**src/rtl/cpu_pkg.sv**
```systemverilog
// ============================================================================
// cpu_pkg : shared CPU constants and the fetch-unit state enumeration
// Rev 1.0
// ============================================================================
`default_nettype none

package cpu_pkg;

  localparam logic [31:0] CPU_RESET_PC = 32'h0000_0000;
  localparam logic [31:0] CPU_NOP_INST = 32'h0000_0000;

  typedef enum logic [1:0] {
    ST_START = 2'd0,
    ST_RUN   = 2'd1,
    ST_HOLD  = 2'd2
  } fetch_state_e;

  // Sequential fetch address; wraps naturally at 2^32.
  function automatic logic [31:0] pc_plus4(input logic [31:0] pc);
    return pc + 32'd4;
  endfunction

endpackage

`default_nettype wire

```
**src/rtl/fetch_skid.sv**
```systemverilog
// ============================================================================
// fetch_skid : one-entry holding register for a word returned while stalled
// Rev 1.0
// ============================================================================
`default_nettype none

module fetch_skid (
  input  logic        clk,
  input  logic        rst,
  input  logic        i_capture,
  input  logic        i_clear,
  input  logic [31:0] i_inst,
  input  logic [31:0] i_pc4,
  output logic        o_valid,
  output logic [31:0] o_inst,
  output logic [31:0] o_pc4
);

  logic        r_valid;
  logic [31:0] r_inst;
  logic [31:0] r_pc4;

  // Clear wins over capture so a flush never leaves a stale word behind.
  always_ff @(posedge clk) begin
    if (rst || i_clear) begin
      r_valid <= 1'b0;
    end else if (i_capture) begin
      r_valid <= 1'b1;
    end
  end

  always_ff @(posedge clk) begin
    if (i_capture) begin
      r_inst <= i_inst;
      r_pc4  <= i_pc4;
    end
  end

  assign o_valid = r_valid;
  assign o_inst  = r_inst;
  assign o_pc4   = r_pc4;

endmodule

`default_nettype wire

```
**src/rtl/fetch_unit.sv**
```systemverilog
// ============================================================================
// fetch_unit : single-outstanding instruction fetch with stall skid and redirect
// Rev 1.0
// ============================================================================
`default_nettype none

module fetch_unit
  import cpu_pkg::*;
#(
  parameter logic [31:0] RESET_PC = CPU_RESET_PC,
  parameter logic [31:0] NOP_INST = CPU_NOP_INST
) (
  input  logic        clk,
  input  logic        rst,
  input  logic        stall,
  input  logic        redirect,
  input  logic [31:0] redirect_pc,
  output logic        imem_req,
  output logic [31:0] imem_addr,
  input  logic [31:0] imem_rdata,
  output logic [31:0] out_inst,
  output logic [31:0] out_pc4,
  output logic        out_valid
);

  fetch_state_e r_state;
  fetch_state_e w_state_nxt;

  logic [31:0] r_pc;
  logic        r_inflight;
  logic [31:0] r_inflight_pc4;

  logic        w_req;
  logic        w_capture;
  logic        w_clear;
  logic [31:0] w_pc4;
  logic [31:0] w_redirect_pc;

  logic        w_skid_valid;
  logic [31:0] w_skid_inst;
  logic [31:0] w_skid_pc4;

  assign w_req         = !rst && !stall && !redirect;
  assign w_pc4         = pc_plus4(r_pc);
  assign w_redirect_pc = redirect_pc & ~32'h0000_0003;

  always_ff @(posedge clk) begin
    if (rst) begin
      r_state <= ST_START;
    end else begin
      r_state <= w_state_nxt;
    end
  end

  always_comb begin
    w_state_nxt = r_state;
    w_capture   = 1'b0;
    w_clear     = 1'b0;
    if (redirect) begin
      w_state_nxt = ST_START;
      w_clear     = 1'b1;
    end else if (w_req) begin
      w_state_nxt = ST_RUN;
      w_clear     = w_skid_valid;
    end else begin
      // Stalled: park the returning word; START and HOLD simply wait.
      case (r_state)
        ST_RUN: begin
          if (r_inflight) begin
            w_capture   = 1'b1;
            w_state_nxt = ST_HOLD;
          end
        end
        default: ;
      endcase
    end
  end

  always_ff @(posedge clk) begin
    if (rst) begin
      r_pc           <= RESET_PC;
      r_inflight     <= 1'b0;
      r_inflight_pc4 <= RESET_PC;
    end else if (redirect) begin
      r_pc       <= w_redirect_pc;
      r_inflight <= 1'b0;
    end else if (w_req) begin
      r_pc           <= w_pc4;
      r_inflight     <= 1'b1;
      r_inflight_pc4 <= w_pc4;
    end else if (w_capture) begin
      r_inflight <= 1'b0;
    end
  end

  fetch_skid u_skid (
    .clk       (clk),
    .rst       (rst),
    .i_capture (w_capture),
    .i_clear   (w_clear),
    .i_inst    (imem_rdata),
    .i_pc4     (r_inflight_pc4),
    .o_valid   (w_skid_valid),
    .o_inst    (w_skid_inst),
    .o_pc4     (w_skid_pc4)
  );

  assign imem_req  = w_req;
  assign imem_addr = r_pc;

  // Depends only on registered state and imem_rdata, never on stall/redirect.
  always_comb begin
    out_inst  = NOP_INST;
    out_pc4   = r_pc;
    out_valid = 1'b0;
    if (w_skid_valid) begin
      out_inst  = w_skid_inst;
      out_pc4   = w_skid_pc4;
      out_valid = 1'b1;
    end else if (r_inflight) begin
      out_inst  = imem_rdata;
      out_pc4   = r_inflight_pc4;
      out_valid = 1'b1;
    end
  end

endmodule

`default_nettype wire
```
**config.mk**
```make
export PLATFORM = sky130hd
export DESIGN_NAME = fetch_unit
export DESIGN_NICKNAME = d
export VERILOG_FILES = /design/src/rtl/cpu_pkg.sv /design/src/rtl/fetch_skid.sv /design/src/rtl/fetch_unit.sv
export SDC_FILE = /design/constraint.sdc
export NUM_CORES = 1
export LEC_CHECK = 0
export CORE_UTILIZATION = 40
export CTS_BUF_LIST = sky130_fd_sc_hd__clkbuf_16
export CTS_CLUSTER_DIAMETER = 200
export DETAILED_ROUTE_END_ITERATION = 12
export GPL_TIMING_DRIVEN = 0
export PLACE_DENSITY = 0.68
export SLEW_MARGIN = 5
export SYNTH_ARGS = -nofsm -noshare
export SYNTH_HDL_FRONTEND = slang
export SYNTH_SLANG_ARGS = --single-unit
```
**constraint.sdc**
```tcl
create_clock -name clk -period 7 [get_ports clk]
set_clock_uncertainty 0.05 [all_clocks]
set_input_delay 1.75 -clock clk [delete_from_list [all_inputs] [get_ports clk]]
set_output_delay 1.75 -clock clk [all_outputs]
set_load 0.1 [all_outputs]
```
After elaboration in Yosys (flattened, before gate mapping) --
Index checks and enable logic that the tools add are counted. W data, S select, Z words.
Operators by class: $add $sub $neg 1, eq/ne operators 1, muxes and demuxes 18, bitwise logic cells 1, reduce and logical (&&, ||, !) cells 15
Operators with widths (number):
- $mux W32 | 6
- $add A32 B3 Y32 const B | 1
- $mux W1 | 12
- $reduce_bool A2 Y1 | 4
- $reduce_and A2 Y1 | 3
- $logic_not A1 Y1 | 3
- $reduce_or A3 Y1 | 1
- $eq A2 B1 Y1 const B | 1
- $logic_and A1 B1 Y1 | 2
- $reduce_or A2 Y1 | 1
- $logic_or A1 B1 Y1 | 1
- $not A1 Y1 | 1
Word-level totals: register bits 132, input port bits 68, output and inout bits 98, logic and storage cells 45

Longest topological paths before layout --
Gate-level depths: netlist (run 1).
word-level depth 7, gate-level depth with buffers 8, depth with buffers taken out 6

Cells and area by module --
From an unflattened synthesis (run 1), not the netlist that was laid out.
Unflattened totals: cells, all modules 595, area, all modules 6117.1 um2
Modules (own cells, without submodules):
- fetch_unit | instances 1, cells each 528, area an instance 4161.5 um2, seq. area each 1261.2 um2
- fetch_skid | instances 1, cells each 67, area an instance 1955.6 um2, seq. area each 1941.9 um2

Worst setup path before layout (run 1) --
OpenSTA, ideal clock, no wires.
kind input to output, start input redirect, end output imem_req, data arrival time 3832 ps, data required time 5200 ps, path slack 1368 ps, cell stages on the path 6, cell sequence clkbuf_1 or3_1 clkbuf_1 inv_1 clkbuf_1 buf_1
Between the ends: word-level cells in the longest chain between the ends 2
Ends and longest elaborated chain:
- start, declared | line fetch_unit.sv:16 | input logic redirect,
- $logic_not A1 Y1 | line fetch_unit.sv:43 | assign w_req = !rst && !stall && !redirect;
- $logic_and A1 B1 Y1 | line fetch_unit.sv:43
- end, declared | line fetch_unit.sv:18 | output logic imem_req,
Every way passes these cells.

Worst setup path after layout (run 1) --
start input stall, end output imem_req
Between the ends: word-level cells in the longest chain between the ends 3
Ends and longest elaborated chain:
- start, declared | line fetch_unit.sv:15 | input logic stall,
- $logic_not A1 Y1 | line fetch_unit.sv:43
- $logic_and A1 B1 Y1 (2 in series) | line fetch_unit.sv:43
Every way passes these cells.

==> results of run 1 <==
-- worst min-delay path by stage --
stage / depth (start not counted) / endpoint / startpoint / slack, ps
detailed placement: 0 / u_skid.o_pc4[3] / r_inflight_pc4[3] / 390
finish: 0 / u_skid.o_pc4[3] / r_inflight_pc4[3] / 400
global placement: 0 / u_skid.o_pc4[18] / r_inflight_pc4[18] / 390
CTS: 0 / u_skid.o_pc4[3] / r_inflight_pc4[3] / 400
global route: 0 / u_skid.o_pc4[20] / r_inflight_pc4[20] / 420
floorplan: 0 / u_skid.o_pc4[2] / r_inflight_pc4[2] / 380
-- worst register-to-register path, stage by stage, from the launching register on --
cell and delay, ps:
dfxtp_1 320, buf_2 250, nand4_2 160, clkbuf_1 260
nor4_1 990, nand3_1 210, xor2_1 200, a211oi_1 230
-- timing repair --
item	in CTS	in global routing
pin swaps	0	0
setup endpoints to repair	1	1
buffers inserted	0	0
gates resized for setup	1	2
-- state kept, by name, summed over array words and instances, names as in the netlist --
name and count:
u_skid.o_inst 32, imem_addr 30, r_inflight_pc4 30, u_skid.o_pc4 30, r_state 2, r_inflight 1, u_skid.o_valid 1
-- cells in the mapped netlist, drive strengths merged --
cell type  number  area share
a311oi          2      0.0028
clkbuf         48       0.029
nand2          50       0.030
nand4b          3      0.0043
xnor2          26       0.037
or4             3      0.0049
nand3          22       0.019
mux2i          36       0.059
o22ai           3      0.0030
o21ai          39       0.032
nor4bb          1      0.0016
xor2           24       0.034
nor2           54       0.033
o21a           13       0.016
a21oi          23       0.019
nor3           11      0.0089
nor2b           6      0.0061
edfxtp         62        0.30
o31a            1      0.0014
inv            17       0.010
or3             4      0.0041
conb            1     0.00061
dfxtp          64        0.21
a21o            1      0.0012
or2             1      0.0010
nor3b           2      0.0024
ha              1      0.0020
a22o           32       0.046
nor4b           3      0.0043
and4            2      0.0028
nand3b          2      0.0024
a211oi         28       0.035
nor4            6      0.0071
nand4          13       0.014
buf            16       0.013
and4b           1      0.0016
and3            1      0.0010
-- layout make-up --
cell class | instances | area [sq um]
sequential | 126 | 3140
inverter | 17 | 63.8
fill | 1307 | 6190
multi-input combinational | 418 | 2700
clock inverter | 15 | 140
clock buffer | 17 | 425
buffer | 64 | 262
tap | 184 | 230
timing repair buffer | 159 | 1600
-- power by group --
part / total, W / internal (W) / switching (W)
Clock: 0.000854 / 0.000545 / 0.000308
Combinational: 0.000458 / 0.000128 / 0.000330
Sequential: 0.000819 / 0.000796 / 0.0000235
-- layer usage --
metal	track usage	routed length, um
met5	0	0
met4	0.0858	365
met2	0.368	8350
met1	0.307	8100
met3	0.0467	1250
-- stage by stage --
| step | power, W | std cells | hold slack (ps) |
|---|---|---|---|
| 6_report | 0.00213 | 1000 | 402 |
| 5_1_grt | 0.00219 | 1000 | 422 |
| 4_1_cts | 0.00214 | 1000 | 405 |
| 3_5_place_dp | 0.00129 | 968 | 392 |
| 3_3_place_gp | 0.00129 | 967 | 388 |
| 2_1_floorplan | 0.00116 | 625 | 380 |
-- logic make-up (layout without fill, tap and decap cells) --
logic type / after synthesis / after routing / share of synthesized area
compound gates: 142 / 142 / 0.155
xor+xnor: 50 / 50 / 0.0711
fa+ha+maj: 1 / 1 / 0.00203
buf+inv: 81 / 272 / 0.0528
flops: 126 / 126 / 0.511
mux: 36 / 36 / 0.0585
other cells: 1 / 4 / 0.000609
simple gates: 185 / 185 / 0.149
==> metrics, run 1 <==
status=completed; FF-to-FF End=r_inflight_pc4[28]; ANT nets after route=0; Tmin final=~6600 ps; Layout area overhead=39.0%; register bit total from synthesis=~130; Vias/cell=approximately 5.5; FMAX=approximately 150 MHz; Final nets=between 800 and 900; die height=roughly 130 um; GRT overflow=0; Clock Latency Late Sink=roughly 420 ps; clock-pin slew on the worst setup and hold paths=~50 ps; CTS tree=built; fin worst setup slack=roughly 420 ps; Crit. path cell count=7; initial antenna violation count=0; Worst path slowest cell=clkdlybuf4s50_1; # IOs=approximately 170; row count=44; Pleak=~2.9 nW; Hold Fails Final Rpt=0; largest net degree at the start of global routing=36; Worst Hold Class=flop to flop; CTS Buffer Depth=2; Synth cell types=44; Req. time, crit path=roughly 5200 ps; Yosys warnings=0; final setup TNS=0 ps; CP Capture Type=output port; H-tree depth=4; Max VDD drop=0.168 mV; Die X=~130 um; Mapped Area=roughly 6200 sq um; DP Area=roughly 8000 sq um; CTS root buf=clkbuf_16; WL/cell=18.1 um; setup violators final=0; R2R Setup Slk=around 4200 ps; RSZ-0062 raised after global routing=false; first-pass GRT wire length=28.6 mm; worst setup path end=imem_req; CORE AREA=roughly 15000 sq um; DRC viols=0; vias in the first global route=~5400; worst setup path startpoint=stall; I/O Buffers=roughly 160; Starting Density=0.417; Design Area, Final=about 8600 sq um; max incr delay on CP=~590 ps; Total GRT Usage=0.230; Avg Inst Size Synth=roughly 10 sq um; share of cells above drive strength 1=0.0527; CP Buf/Inv Count=6; total die area=around 16000 sq um; Crit path max-delay family=buffers and inverters; CP Launch Type=input port; Slew @ Worst Pin=1120 ps; worst reg-to-reg path cell count=7; worst path cell trace=clkdlybuf4s50_1 > or3_1 > clkbuf_1 > inv_1 > clkbuf_1 > buf_1 > clkbuf_2; Starting DRT DRC Count=about 450; Antenna Cells=0; Worst Path Max Fanout=10; cell count after synthesis=622; WS Path Type=input port to output port; Setup WS pre-CTS=-187 ps; power density over cell area=249 nW/um^2; HPWL after DPL=around 13 mm; Final Slew Violations=0; Reg-to-Reg Start=imem_addr[6]; commonest non-fill, non-tap cell in the layout=clkdlybuf4s50_1; Total Wirelength=roughly 18 mm; Slew HR=0.248; global placement routability congestion=0.887; most frequent cells in the layout=clkdlybuf4s50_1, dfxtp_1, edfxtp_1; Final Util=0.580; Worst Path Arrival=~4800 ps; total CTS buffers=17; fin crit share=0.940; most frequent cell on the critical path=clkbuf_1; Via Count=5477; maxcap violations=0; drt pass-1 iters=5; post-synthesis sequential area ratio=0.511; CTS sink count=roughly 130; Hold Buf Count CTS=0
(Power assumes the default switching activity.)
==> run 2: changes to the inputs <==
Settings changed: ABC_AREA set to 1, CORE_MARGIN set to 5.
==> metrics, run 2 <==
grt met2 use=0.341 (-0.0272); Starting Density=0.409 (-0.00870); GRT overflow=0 (unchanged); commonest non-fill, non-tap cell in the layout=nand2_1; Worst Hold Class=flop to flop; Die X=135 um (+7.0%); CORE AREA=15300 sq um (+3.4%); hold path endpoint=u_skid.o_pc4[22]; worst reg-to-reg path cell count=5 (-2); vias in the first global route=5720 (+5.1%); WL/cell=16.2 um (-11%); final setup TNS=0 ps (unchanged); clock-pin slew on the worst setup and hold paths=50 ps (about the same); die height=135 um (+7.0%); Worst Path Arrival=4170 ps (-610 ps); register bit total from synthesis=126 (unchanged); WS Path Type=input port to output port; ANT nets after route=0 (unchanged); met1 usage=0.279 (-0.0284); setup violators final=0 (unchanged); Setup WS pre-CTS=1040 ps (+1230 ps); Worst Path Max Fanout=10 (unchanged); Synth cell types=28 (-36%); # IOs=166 (unchanged); Top FF cell, synth=dfxtp_1; post-synthesis sequential area ratio=0.504 (-0.00635); power density over cell area=236 nW/um^2 (-5.1%); most frequent cells in the layout=nand2_1, clkdlybuf4s50_1, nand3_1; FMAX=168 MHz (+10%); FF-to-FF End=u_skid.o_inst[7]; commonest cells in the netlist=nand2_1, nand3_1, dfxtp_1; drt pass-1 iters=7 (+2); Hold Buf Count CTS=0 (unchanged); initial antenna violation count=0 (unchanged); DRC viols=0 (unchanged); worst path cell trace=clkdlybuf4s50_1 > inv_2 > nand2_2 > nor2_4 > buf_2 > clkdlybuf4s50_1; CTS sink count=126 (unchanged); RSZ-0062 raised after global routing=false; R2R Setup Slk=4870 ps (+630 ps); H-tree depth=4 (unchanged); Reg-to-Reg Start=r_inflight; Max VDD drop=0.172 mV (+2.5%); Final nets=1039 (+19%); Slew @ Worst Pin=1040 ps (-81.0 ps); # Post-CTS Setup Buffers=0 (unchanged); FF/Latch Area=3140 sq um (unchanged); Final Slew Violations=0 (unchanged); max reg flops=32 (unchanged); CTS Buffer Depth=2 (unchanged); fillers=1407 (+7.7%); Total Wirelength=19.3 mm (+6.7%); EDFF count, synth=62 (unchanged); dominant cells by area after synthesis=edfxtp_1, dfxtp_1, nand2_1, nand3_1, a21oi_1; Via Count=5968 (+9.0%); Tmin final=5970 ps (-614 ps); GRT Max-Usage Layer=met2; min-delay src=r_inflight_pc4[22]; Total GRT Usage=0.210 (-0.0202); FFs w/ async S/R, synth=0 (unchanged); Hold Crit Depth=0 (unchanged); row count=45 (+2.3%); Layout area overhead=39.3%; multi-input logic area=2650 sq um (-1.7%); most frequent cell on the critical path=clkdlybuf4s50_1; CP Capture Type=output port; share of cells above drive strength 1=0.0794 (+0.0267); post-CTS resize count=0 (-1); Pleak=3.27 nW (+13%); M3 GR Usage=0.0440 (-0.00276); Mapped Area=6230 sq um (+1.3%); Worst path slowest cell=clkdlybuf4s50_1; cell count after synthesis=788 (+27%); max incr delay on CP=1180 ps (+590 ps); HPWL after DPL=14.4 mm (+12%); dominant cell type by area after synthesis=edfxtp_1; Starting DRT DRC Count=391 (-12%); total CTS buffers=17 (unchanged); post-synth top area share=0.299 (-0.00376); maxcap violations=0 (unchanged); fin crit share=0.852 (-0.0877); Yosys warnings=0 (unchanged); CP Launch Type=input port; count leader, synth=nand2_1; status=completed; first-pass GRT wire length=29.9 mm (+4.3%); CTS root buf=clkbuf_16; Avg Inst Size Synth=7.91 sq um (-20%); Vias/cell=5.00 (-8.7%); total die area=18200 sq um (+14%); I/O Buffers=158 (unchanged); largest net degree at the start of global routing=29 (-19%); Slew HR=0.307 (+0.0587); overall power=0.00205 W (-3.7%); Hold Fails Final Rpt=0 (unchanged); CTS tree=built; Clock Latency Late Sink=420 ps (about the same); Antenna Cells=0 (unchanged); global placement routability congestion=0.902 (+1.8%); fin worst setup slack=1030 ps (+614 ps); Req. time, crit path=5200 ps (about the same)
[run 2: changes by cell type in the layout (fill, tap and decap cells not counted), sizes merged, moves of 27 or more]
cell,change
nand2,+219
inv,+47
a211oi,-28
mux2i,-36
nand3,+71
a22o,-32
clkbuf,-27
a21oi,+35
[run 2: area by class of cell]
cell class | instances | share of cell area
buffer | 46 | 0.0245
clock inverter | 14 | 0.0131
timing repair buffer | 160 | 0.188
multi-input combinational | 554 | 0.305
inverter | 65 | 0.0281
tap | 211 | 0.0304
clock buffer | 17 | 0.0490
sequential | 126 | 0.362
[run 2: critical path, delay by kind of cell]
kind                   cells  cell delay, ps
AND/OR/NAND/NOR            2             290
buffers and inverters      4            2120
[run 2: power breakdown]
part	switching [W]	internal, W	total (W)
sequential	0.0000209	0.000788	0.000809
combinational	0.000319	0.000111	0.000430
clock	0.000304	0.000508	0.000812
[run 2: worst max-delay path by stage]
| stage | startpoint | end | slack, ps | depth (start not counted) |
|---|---|---|---|---|
| after floorplan | redirect | u_skid.o_inst[0] | 1580 | 5 |
| after global placement | rst | u_skid.o_inst[2] | -690 | 6 |
| after detailed placement | rst | imem_req | 1040 | 6 |
| after CTS | rst | imem_req | 1030 | 6 |
| after global routing | rst | imem_req | 930 | 6 |
| final | rst | imem_req | 1030 | 6 |
[run 2: kinds of logic after synthesis]
logic type	Yosys count	synth area share
adders and majority gates	1	0.00201
and+or+nand+nor	415	0.295
other	1	0.000602
buffers and inverters	111	0.0733
AOI/OAI and AO/OA	128	0.116
DFF	126	0.504
xor gates and xnor gates	6	0.00843
[run 2: metal layers]
| metal | routed length, um | share of wire |
|---|---|---|
| met4 | 402 | 0.021 |
| met1 | 8580 | 0.44 |
| met5 | 0 | 0 |
| met2 | 8870 | 0.46 |
| met3 | 1430 | 0.074 |
[run 2: through the flow]
stage / area [sq um] / std cells / util / hold WS [ps]
2_1_floorplan: 6240 / 791 / - / 381
3_3_place_gp: 8090 / 1160 / 0.530 / 389
3_5_place_dp: 8150 / 1162 / 0.534 / 393
4_1_cts: 8680 / 1193 / 0.569 / 406
5_1_grt: 8680 / 1193 / 0.569 / 417
6_report: 8680 / 1193 / 0.569 / 409
==> run 3: changes to the inputs <==
Settings changed: SKIP_CTS_REPAIR_TIMING set to 1.
==> results of run 3 <==
Final layout, timing and power as in run 2 (identical DEF).
